`config.mk`:
```
export PLATFORM = sky130hd
export DESIGN_NAME = slide_gen
export DESIGN_NICKNAME = d
export VERILOG_FILES = /design/src/rtl/slide_gen.sv
export SDC_FILE = /design/constraint.sdc
export NUM_CORES = 1
export LEC_CHECK = 0
export ABC_AREA = 0
export ABC_CLOCK_PERIOD_IN_PS = 6150
export BUFFER_PORTS_ARGS = -buffer_cell sky130_fd_sc_hd__buf_2
export CAP_MARGIN = 20
export CELL_PAD_IN_SITES_DETAIL_PLACEMENT = 0
export CELL_PAD_IN_SITES_GLOBAL_PLACEMENT = 1
export CORE_UTILIZATION = 51
export DETAILED_ROUTE_END_ITERATION = 10
export GPL_TIMING_DRIVEN = 0
export PLACE_DENSITY_LB_ADDON = 0.08
export SYNTH_ARGS = -nofsm -noshare
export SYNTH_HDL_FRONTEND = slang
export SYNTH_SLANG_ARGS = --single-unit
```
`constraint.sdc`:
```
create_clock -name clk -period 6.15 [get_ports clk]
set_input_delay 1.23 -clock clk [delete_from_list [all_inputs] [get_ports clk]]
set_output_delay 1.23 -clock clk [all_outputs]
set_load 0.01 [all_outputs]
```
`src/rtl/slide_gen.sv`:
```
// Sliding-piece move generator: loads a 64-byte board over Avalon-MM and writes
// one successor board per legal rook/bishop/queen move to an output region.
module slide_gen #(
  parameter int MODE      = 0,
  parameter int MAX_RANGE = 7,
  parameter int MAX_MOVES = 27
) (
  input  logic        clk,
  input  logic        rst_n,
  output logic        slave_waitrequest,
  input  logic [3:0]  slave_address,
  input  logic        slave_read,
  output logic [31:0] slave_readdata,
  input  logic        slave_write,
  input  logic [31:0] slave_writedata,
  input  logic        master_waitrequest,
  output logic [31:0] master_address,
  output logic        master_read,
  input  logic [31:0] master_readdata,
  input  logic        master_readdatavalid,
  output logic        master_write,
  output logic [31:0] master_writedata
);

  typedef enum logic [2:0] {IDLE, LOAD, FIND, SCAN, EMIT, DONE} state_t;

  localparam logic [3:0] DIR_FIRST = (MODE == 1) ? 4'd4 : 4'd0;
  localparam logic [3:0] DIR_LAST  = (MODE == 0) ? 4'd3 : 4'd7;
  localparam logic [2:0] RANGE     = 3'(MAX_RANGE);
  localparam logic [4:0] MOVES_CAP = 5'(MAX_MOVES);

  state_t      state, state_nx;
  logic [31:0] in_base, out_base;
  logic [7:0]  piece;
  logic [4:0]  count;
  logic [7:0]  board [64];
  logic [5:0]  idx;
  logic        pending;
  logic [5:0]  src, tgt;
  logic [3:0]  dir;
  logic [2:0]  step;
  logic [2:0]  row, col;

  logic        busy, start;
  logic signed [4:0] dr, dc, nr, nc;
  logic        off_board, ray_blocked, emit, capture;
  logic [5:0]  tsq;
  logic [7:0]  tval;
  logic        unused_rdata;

  assign unused_rdata = ^master_readdata[31:8];

  assign busy  = (state != IDLE) && (state != DONE);
  assign start = slave_write && (slave_address == 4'd0) && !busy;

  // Slave side: only a count read during a run is held off.
  always_comb begin
    slave_waitrequest = slave_read && (slave_address == 4'd0) && busy;
    slave_readdata    = '0;
    if (slave_read) begin
      case (slave_address)
        4'd0:    slave_readdata = {27'd0, count};
        4'd1:    slave_readdata = in_base;
        4'd2:    slave_readdata = {24'd0, piece};
        4'd3:    slave_readdata = out_base;
        default: slave_readdata = '0;
      endcase
    end
  end

  // Ray step vector for the current direction (row delta, column delta).
  always_comb begin
    dr = '0;
    dc = '0;
    case (dir)
      4'd0: begin dr = 5'sd1;  dc = 5'sd0;  end
      4'd1: begin dr = -5'sd1; dc = 5'sd0;  end
      4'd2: begin dr = 5'sd0;  dc = 5'sd1;  end
      4'd3: begin dr = 5'sd0;  dc = -5'sd1; end
      4'd4: begin dr = 5'sd1;  dc = 5'sd1;  end
      4'd5: begin dr = 5'sd1;  dc = -5'sd1; end
      4'd6: begin dr = -5'sd1; dc = 5'sd1;  end
      4'd7: begin dr = -5'sd1; dc = -5'sd1; end
      default: begin dr = '0; dc = '0; end
    endcase
  end

  assign nr          = $signed({2'b00, row}) + dr;
  assign nc          = $signed({2'b00, col}) + dc;
  assign off_board   = (nr[4:3] != 2'b00) || (nc[4:3] != 2'b00);
  assign tsq         = {nr[2:0], nc[2:0]};
  assign tval        = board[tsq];
  assign ray_blocked = (step == RANGE) || off_board ||
                       ((tval != 8'd0) && (tval[7] == piece[7]));
  assign emit        = !ray_blocked;
  assign capture     = tval != 8'd0;

  always_comb begin
    state_nx = state;
    case (state)
      IDLE, DONE: if (start) state_nx = LOAD;
      LOAD: if (pending && master_readdatavalid && idx == 6'd63) state_nx = FIND;
      FIND: begin
        if (piece == 8'd0)             state_nx = DONE;
        else if (board[idx] == piece)  state_nx = SCAN;
        else if (idx == 6'd63)         state_nx = DONE;
      end
      SCAN: begin
        if (dir > DIR_LAST) state_nx = DONE;
        else if (emit)      state_nx = EMIT;
      end
      EMIT: begin
        if (!master_waitrequest && idx == 6'd63)
          state_nx = (count + 5'd1 == MOVES_CAP) ? DONE : SCAN;
      end
      default: state_nx = IDLE;
    endcase
  end

  always_ff @(posedge clk or negedge rst_n) begin
    if (!rst_n) state <= IDLE;
    else        state <= state_nx;
  end

  always_ff @(posedge clk or negedge rst_n) begin
    if (!rst_n) begin
      in_base  <= '0;
      out_base <= '0;
      piece    <= '0;
      count    <= '0;
      idx      <= '0;
      pending  <= 1'b0;
      src      <= '0;
      tgt      <= '0;
      dir      <= '0;
      step     <= '0;
      row      <= '0;
      col      <= '0;
    end else begin
      if (slave_write && !busy) begin
        case (slave_address)
          4'd0: begin count <= '0; idx <= '0; pending <= 1'b0; end
          4'd1: in_base  <= slave_writedata;
          4'd2: piece    <= slave_writedata[7:0];
          4'd3: out_base <= slave_writedata;
          default: ;
        endcase
      end
      case (state)
        LOAD: begin
          if (master_read && !master_waitrequest) pending <= 1'b1;
          if (pending && master_readdatavalid) begin
            pending <= 1'b0;
            idx     <= idx + 6'd1;
          end
        end
        FIND: begin
          if (piece != 8'd0 && board[idx] == piece) begin
            src  <= idx;
            row  <= idx[5:3];
            col  <= idx[2:0];
            dir  <= DIR_FIRST;
            step <= '0;
          end else begin
            idx <= idx + 6'd1;
          end
        end
        SCAN: begin
          if (dir <= DIR_LAST) begin
            if (emit) begin
              tgt <= tsq;
              idx <= '0;
            end
            // A capture ends the ray now; the direction index may pass DIR_LAST,
            // which SCAN later treats as "all rays exhausted".
            if (emit && !capture) begin
              row  <= nr[2:0];
              col  <= nc[2:0];
              step <= step + 3'd1;
            end else begin
              dir  <= dir + 4'd1;
              step <= '0;
              row  <= src[5:3];
              col  <= src[2:0];
            end
          end
        end
        EMIT: begin
          if (!master_waitrequest) begin
            idx <= idx + 6'd1;
            if (idx == 6'd63) count <= count + 5'd1;
          end
        end
        default: ;
      endcase
    end
  end

  always_ff @(posedge clk) begin
    if (state == LOAD && pending && master_readdatavalid)
      board[idx] <= master_readdata[7:0];
  end

  always_comb begin
    master_read      = (state == LOAD) && !pending;
    master_write     = (state == EMIT);
    master_address   = '0;
    master_writedata = '0;
    if (state == LOAD) master_address = in_base + {26'd0, idx};
    if (state == EMIT) begin
      master_address = out_base + {21'd0, count, idx};
      if (idx == src)      master_writedata = '0;
      else if (idx == tgt) master_writedata = {24'd0, piece};
      else                 master_writedata = {24'd0, board[idx]};
    end
  end

endmodule

```
* After elaboration in Yosys (flattened, before gate mapping)
Memories as Yosys holds them, arrays and structs flattened.
Index checks and enable logic that the tools add are counted.
** Cells by class
- Divide/modulo/power cells :: 0
- Muxes and demuxes :: 54
- Reduce and logical (&&, ||, !) cells :: 42
- Bitwise operators :: 1
- $add $sub $neg :: 8
- Shifts and indexed selects :: 0
- Order comparisons :: 2
- Multipliers :: 0
- Equality and inequality tests :: 24
** Operators by type and width (count)
- $pmux W32 S4 :: 1
- $mux W32 :: 3
- $mux W3 :: 18
- $mux W6 :: 7
- $add A32 B11 Y32 :: 1
- $add A32 B6 Y32 :: 1
- $mux W5 :: 5
- $mux W8 :: 3
- $pmux W6 S4 :: 1
- $pmux W3 S2 :: 3
- $logic_and A1 B1 Y1 :: 16
- $reduce_bool A8 Y1 :: 2
- $pmux W3 S5 :: 1
- $eq A6 B6 Y1 :: 2
- $mux W4 :: 3
- $add A4 B5 Y5 :: 2
- $mux W10 :: 1
- $ne A2 B2 Y1 const B :: 5
- $eq A3 B3 Y1 const B :: 3
- $eq A4 B2 Y1 const B :: 2
- $eq A8 B8 Y1 :: 1
- $logic_not A8 Y1 :: 1
- $pmux W4 S2 :: 1
- $reduce_and A2 Y1 :: 4
- other kinds (27) :: 44
** Word-level totals
- Word-level logic and storage cells :: 146
- Bits in registers :: 112
- RAM bits :: 512
- Bits in latches :: 0
- Input port bits :: 74
- Memories kept :: 2
- Output and inout port bits :: 99
- Memory bits (read-only) :: 80
** Memory list
- board :: depth 64, width 8, rd ports 2, clocked after Yosys merged registers in 0, write ports 1, RTL line 36 : logic [7:0] board [64];
- (no name shown) :: depth 8, width 10, rd ports 1, clocked after Yosys merged registers in 0, write ports 0, RTL line 75 : case (dir)

* Longest topological paths before layout
Gate-level depths: netlist of run 1.
An unclocked memory read counts as a cell.
- Depth in word-level cells :: 12
- Gate-level depth with buffers :: 21

* Least setup slack after synthesis of run 1
OpenSTA, ideal clock, no wires.
- Path type :: reg-to-output
- From :: register idx[1]
- To :: output port master_address[22]
- Arrival time :: 3.895 ns
- Cell stages (with the launch flop) :: 19
- Slack :: 1.025 ns
- Cells stage by stage :: dfrtp_1 buf_2 clkinv_1 buf_2 buf_2 buf_1 fa_1 nor2b_1 o21ai_0 a21boi_0 o21ai_0 a21boi_0 o21ai_0 a21boi_0 o21ai_0 a21boi_0 o2111ai_1 xor2_1 o22ai_1
** Between the ends
- Word-level cells in the longest chain between the ends :: 3
- Elaborated cells on any way between the ends :: 4
- Those cells by class :: 2 x add/sub; 2 x mux
** Ends and longest elaborated chain
- start, declared :: RTL line 37 : logic [5:0] idx;
- start signal, assigned :: RTL line 154 : idx <= idx + 6'd1;
- start signal, assigned :: RTL line 165 : idx <= idx + 6'd1;
- start signal, assigned :: RTL line 190 : idx <= idx + 6'd1;
- $add A32 B6 Y32 :: RTL line 209 : if (state == LOAD) master_address = in_base + {26'd0, idx};
- $mux W32 :: RTL line 209
- $mux W32 (*) :: RTL line 210 : if (state == EMIT) begin
- end, declared :: RTL line 17 : output logic [31:0] master_address,
Mark *: on every way between the ends. The rest lies on a longest branch, timed or not.

* Final worst setup path of run 1
- From :: register idx[2]
- To :: output port master_writedata[0]
** Between the ends
- Word-level cells in the longest chain between the ends :: 4
- Elaborated cells on any way between the ends :: 6
- Those cells by class :: 2 x eq/ne; 3 x mux; 1 x memory
** Ends and longest elaborated chain
- $mem_v2 Z64 W8 or $eq A6 B6 Y1 (tied branches)
- $mux W8 :: RTL line 213 : else if (idx == tgt) master_writedata = {24'd0, piece};
- $mux W8 (*) :: RTL line 212 : if (idx == src) master_writedata = '0;
- $mux W8 (*) :: RTL line 210
- end, declared :: RTL line 22 : output logic [31:0] master_writedata
Marks and branches as above.

==> impl_results.md, run 1 <==
* IO Count at around 170
* Fin crit period at about 6.3 ns
* #FFs+latches synth at between 600 and 700
* Metal2 WL at approximately 61000 um
* Max clock buf depth at 3
* Final hold violations at 0
* Worst path arrival time at between 5 and 6 ns
* Final worst setup slack at -0.160 ns
* Per-cell routed wire length at 40.1 um
* Detailed placement HPWL at about 100000 um
* First DRT Iteration DRCs at 4482
* CTS Hold Bufs at 0
* Reg2reg path depth at 17
* Met3 WL post-DR at slightly below 20000 um
* Max-Cap Viols at 0
* Layout fillers at around 4800
* Failing checks: negative setup slack
* Critical path fanouts, max at 10
* Async SR Flop Fraction at approximately 18%
* Drt first pass iters at 7
* Hold WS at 0.511 ns
* Placed cells at approximately 3500
* Fin crit share at 103%
* Library cells used by synthesis at between 80 and 90
* Largest net degree at the start of global routing at about 70
* Sequential share of the synthesized area at between 50% and 60%
* Synth Flop Type: edfxtp_1
* H-Tree Depth at 3
* Fin nets at 2855
* Share of layout cells above drive strength 1 at between 20 and 25%
* Via count at about 26000
* DRC viols at 0
* Worst hold path type: register to register
* Slew headroom at between 10% and 20%
* Vias per cell at 7.36
* GRT Residual Overflow at 0
* Worst-path clk slew at 0.06 ns
* Routed wire length at between 100000 and 150000 um
* Worst-margin pin slew at between 1 and 1.5 ns
* Detail Route Antenna Nets at 0
* Die X at 251 um
* Final cell count without fillers at 3587
* R2r startpoint: dir[0]
* Setup crit start: idx[2]
* Clk_lat worst skew at between 0.6 and 0.7 ns
* Pleak at around 13 nW
* Post-synth design cell area at 31600 um2
* Status: complete, but fails checks
* Multi-input logic area at 12600 um2
* Fmax at around 0.16 GHz
* Post-synth EDFFs at around 510
* Top Layer Used: met5
* Root Buffer: clkbuf_16
* # rows at 90
* Cts bufs inserted at just under 70
* Synth-to-layout area growth at 16.0%
* Number of global-route vias before repair at approximately 25000
* Initial antenna violation count at 11
* Clk_skew at about 0.021 ns
* CP Data Required Time at between 4 and 5 ns
* Die Y-Extent at 251 um
* Global-route wire length before repair at between 150000 and 200000 um
* Hold path depth at 1
* Floorplan core area at just over 60000 um2
* Effective utilization at floorplan at about half
* DIE AREA at ~63000 um2
* Sequential cell area at approximately 18000 um2
* Post-Syn Instances at ~2500
* PortBufs at about 120
* CTS tree: built
* Placer Congestion at around 1.1
* Avg Inst Size Synth at ~13 um2
* Total track usage at between 40 and 50%
* Startpoint Class: register
* Sum of negative setup slack at -0.608 ns
* Worst VDD drop at 311 uV
* Setup Viol. Count Final at 9
* Post-Route M1 WL at roughly 50000 um
* Pwr Density at just under 500 nW/um2
* Synth warn at 0
* Endpoint class of the critical path: primary output
* Max-slew violations at 0
* CTS Sinks at approximately 620
* Crit Path Category: register to primary output
* Hold path start: col[0]
## layout by cell type (no fill, tap or decap), drive strengths merged, types with 37 or more instances in the layout
cell      n
mux2    148
nand2   121
nand3    58
clkbuf  180
a22oi    91
edfxtp  512
buf     254
o22ai    60
nor3     50
dfrtp   112
a21oi   103
o21ai    80
mux2i   100
nor4     53
a211oi   37
xor2     49
nor2    216
mux4     55
a221oi   45
## per-layer routing
metal	GRT usage [%]	vias to the layer above
met3	16.3	637
met1	56.1	13045
met5	0	-
met2	67.1	2378
met4	31.7	6
li1	-	10322
## what timing repair did
action	CTS	global route
pin swaps	3	8
buffers inserted	1	3
gates resized for setup	80	42
endpoints found under the setup margin	50	37
## path summary, 6_finish.rpt
kind / to / slack [ns]
setup / recovery: master_writedata[0] / -0.16
hold / removal: col[0] / 0.51
setup reg to reg: idx[0] / -0.05
hold reg to reg: col[0] / 0.51
max in group asynchronous: in_base[14] / 4.71
min in group asynchronous: count[3] / 0.63
## cells by family after synthesis
| family | after synthesis | share of synthesized area (%) |
|---|---|---|
| DFF | 624 | 57.5 |
| other | 1 | 0.0119 |
| buffers and inverters | 220 | 3.26 |
| muxes | 303 | 12.4 |
| and+or+nand+nor | 622 | 9.60 |
| AOI/OAI and AO/OA | 600 | 13.5 |
| xor gates and xnor gates | 85 | 2.36 |
| adders and majority gates | 33 | 1.38 |
## layout make-up
class | count | area share [%]
sequential | 624 | 49.6
tap | 782 | 2.67
clock inverter | 43 | 1.45
multi-input combinational | 1667 | 34.5
clock buffer | 81 | 4.89
inverter | 32 | 0.362
timing repair buffer | 175 | 3.70
buffer | 179 | 2.77
antenna | 4 | 0.0273
## metrics by stage
step                      utilization (%)  area, um2  power, W  setup slack (ns)
final                                60.3      36600    0.0180            -0.160
after global routing                 60.2      36600    0.0181           -0.0206
after CTS                            59.8      36300    0.0172          0.000336
after detailed placement             55.7      33900    0.0129             -1.38
after global placement               54.7      33300    0.0126             -2.11
after floorplan                         -      31700   0.00923              1.03
## power breakdown
| group | internal, W | switching, W | leakage [nW] | total, W |
|---|---|---|---|---|
| Sequential | 0.00487 | 0.000419 | 6.05 | 0.00529 |
| Combinational | 0.00267 | 0.00569 | 5.76 | 0.00836 |
| Clock | 0.00246 | 0.00187 | 1.14 | 0.00433 |
| Total | 0.0100 | 0.00797 | 13.0 | 0.0180 |
## state kept, by name, indices dropped and copies added (netlist names)
| register | count |
|---|---|
| idx | 6 |
| step | 3 |
| col | 3 |
| out_base | 32 |
| src | 6 |
| row | 3 |
| in_base | 32 |
| pending | 1 |
| tgt | 6 |
| piece | 8 |
| count | 5 |
| dir | 4 |
| board | 512 |
| state | 3 |
## synthesized netlist by cell type, types with 9 or more instances
master | number | share of area [%]
edfxtp_1 | 512 | 49
nor2_1 | 215 | 2.6
mux2_2 | 145 | 5.2
nand2_1 | 121 | 1.4
dfrtp_1 | 112 | 8.9
a21oi_1 | 102 | 1.6
mux2i_1 | 100 | 3.2
clkbuf_1 | 95 | 1.1
a22oi_1 | 91 | 2.2
o21ai_0 | 77 | 1.2
o22ai_1 | 60 | 1.2
nand3_1 | 57 | 0.90
mux4_2 | 55 | 3.9
nor4_1 | 51 | 1.0
nor3_1 | 50 | 0.79
xor2_1 | 49 | 1.4
a221oi_1 | 45 | 1.2
a211oi_1 | 37 | 0.88
xnor2_1 | 36 | 1.0
buf_2 | 34 | 0.54
buf_4 | 31 | 0.74
ha_1 | 30 | 1.2
inv_1 | 30 | 0.36
and3_1 | 29 | 0.57
buf_1 | 22 | 0.26
a221o_1 | 19 | 0.60
nor2b_1 | 19 | 0.38
o41ai_1 | 19 | 0.53
a22o_1 | 17 | 0.47
o221ai_1 | 15 | 0.42
and2_1 | 13 | 0.26
a21o_1 | 12 | 0.29
nand2b_1 | 11 | 0.22
a2111oi_0 | 9 | 0.25
or3_1 | 9 | 0.18
## critical path: stages (launching register included)
cell	delay [ns]
dfrtp_2	0.59
buf_2	0.43
inv_1	0.39
clkbuf_2	0.49
clkbuf_2	0.64
a221oi_1	0.53
o22ai_1	0.24
a22oi_1	0.25
nand4_1	0.31
mux2i_1	0.25
nor2_1	0.09
buf_2	0.19
(Power assumes the default switching activity.)
==> inputs of run 2 (changes only) <==
Settings changed: CORE_MARGIN set to 5.
==> impl_results.md, run 2 (synthesis results as in run 1) <==
* Status: complete, but fails checks
* Failing checks: negative setup slack
* Dpl ws at -1.58 ns
* Met1 usage at between 50% and 60%
* Effective utilization at floorplan at 51.4%
* Worst VDD drop at around 310 uV
* Initial antenna violation count at 6
* Biggest register: board
* Die X at between 200 and 300 um
* Pleak at between 10 and 15 nW
* GRT Residual Overflow at 0
* Clk_skew at ~0.042 ns
* Setup Viol. Count Final at 11
* Placer Congestion at approximately 1.1
* Via count at 26044
* Worst-margin pin slew at approximately 1.4 ns
* Met3 usage at 12.7%
* Endpoint class of the critical path: primary output
* Root Buffer: clkbuf_16
* Detail Route Antenna Nets at 0
* Fmax at 0.157 GHz
* Sequential cell area at around 18000 um2
* Total track usage at 40.3%
* Max-Cap Viols at 0
* Critical path fanouts, max at 10
* H-Tree Depth at 3
* Startpoint Class: register
* Largest regs: board x512, in_base x32, out_base x32
* Global-route wire length before repair at between 150000 and 200000 um
* # rows at between 90 and 100
* Max-slew violations at 0
* Routed wire length at between 100000 and 150000 um
* Layout fillers at ~5000
* DRC viols at 0
* Per-cell routed wire length at 38.6 um
* Reg2reg path depth at 15
* FF-to-FF setup slack at -0.05 ns
* Pwr Density at slightly below 500 nW/um2
* Number of global-route vias before repair at around 25000
* Highest-count cells in the layout ignoring fill and taps: 512 x edfxtp_1, 214 x nor2_1, 146 x buf_2
* IO Count at ~170
* M2 GR Usage at about 60%
* Fin crit share at 103%
* RSZ-0062 raised after global routing: no
* Setup crit start: idx[2]
* Synth-to-layout area growth at 15.4%
* Design Area, Final at 36500 um2
* Commonest non-fill, non-tap cell in the layout: edfxtp_1
* Post-placement cell area at 33800 um2
* Worst-path clk slew at ~0.06 ns
* Detailed placement HPWL at about 100000 um
* Max reg flops at a little over 500
* CTS Sinks at ~620
* Floorplan core area at 61500 um2
* Crit Path Category: register to primary output
* Final worst setup slack at -0.215 ns
* Worst path arrival time at ~5 ns
* Clk_lat worst skew at between 0.6 and 0.7 ns
* Share of layout cells above drive strength 1 at 21.3%
* CP Data Required Time at a little under 5 ns
* Fin crit period at between 6 and 7 ns
* R2r startpoint: dir[3]
* RR Endpoint: idx[4]
* CTS Hold Bufs at 0
* Cts bufs inserted at 69
* Final hold violations at 0
* Busiest grt layer: met2
* First DRT Iteration DRCs at around 4400
* Die Y-Extent at 259 um
* Multi-input logic area at 12600 um2
* Worst hold path type: input port to async pin
* PortBufs at between 100 and 150
* Max clock buf depth at 3
* DIE AREA at approximately 67000 um2
* Vias per cell at slightly above 7
* CP endpoint: master_writedata[0]
* CTS tree: built
* Slew headroom at between 8 and 9%
* Fin nets at between 2000 and 3000
* Largest net degree at the start of global routing at slightly below 100
* Drt first pass iters at 6
-- run 2: cell count changes in the layout (fill, tap and decap cells not counted), moves of 4 or more --
cell        before  now
clkinv_1         4   13
buf_8           24   16
buf_6           19   12
clkinv_2        16    9
clkbuf_2        16   11
clkinvlp_4       2    7
buf_4           41   45
diode_2          4    8
-- run 2: layer usage --
metal / vias to the layer above / wire (um)
li1: 10302 / -
met1: 12840 / 48300
met2: 2270 / 59300
met3: 630 / 18400
met4: 2 / 12400
met5: - / 39
-- run 2: worst min-delay path by stage --
| stage | endpoint | slack, ns | depth (start not counted) |
|---|---|---|---|
| after floorplan | col[0] | 0.46 | 1 |
| after global placement | col[0] | 0.47 | 1 |
| after detailed placement | row[0] | 0.48 | 1 |
| after CTS | step[1] | 0.44 | 1 |
| after global routing | step[2] | 0.46 | 1 |
| final | row[0] | 0.46 | 1 |
-- run 2: final cells by class --
class,instances,area share [%]
antenna,8,0.0549
buffer,180,2.74
clock buffer,80,4.94
clock inverter,47,1.63
inverter,32,0.374
multi-input combinational,1667,34.5
sequential,624,49.9
tap,790,2.71
timing repair buffer,158,3.16
-- run 2: repair_timing --
| action | 4_1_cts | 5_1_grt |
|---|---|---|
| pin swaps | 3 | 3 |
| setup buffers | 2 | 2 |
| gates resized for setup | 75 | 37 |
| setup endpoints to repair | 49 | 36 |
-- run 2: power by group --
part | leakage [nW] | internal, W | switching (W)
Sequential | 6.05 | 0.00487 | 0.000405
Clock | 1.15 | 0.00259 | 0.00182
Combinational | 5.63 | 0.00255 | 0.00547
Total | 12.8 | 0.0100 | 0.00769
-- run 2: through the flow --
step | hold slack [ns] | TNS [ns] | instances | total power [W] | util (%)
finish | 0.462 | -0.886 | 3586 | 0.0177 | 59.3
global route | 0.457 | 0 | 3578 | 0.0179 | 59.3
CTS | 0.443 | 0 | 3575 | 0.0172 | 59.1
detailed placement | 0.485 | -47.55 | 3453 | 0.0128 | 54.9
global placement | 0.473 | -74.54 | 3425 | 0.0125 | 54.1
floorplan | 0.456 | 0 | 2511 | 0.00923 | -
-- run 2: critical path, stage by stage (launching register included) --
cell and delay [ns]:
dfrtp_1 0.59, buf_2 0.41, nor2b_1 0.78, clkbuf_1 0.92, a221oi_1 0.26, o22ai_1 0.47, a22oi_1 0.23, nand4_1 0.38
mux2i_1 0.13, nor2_1 0.16, buf_2 0.17
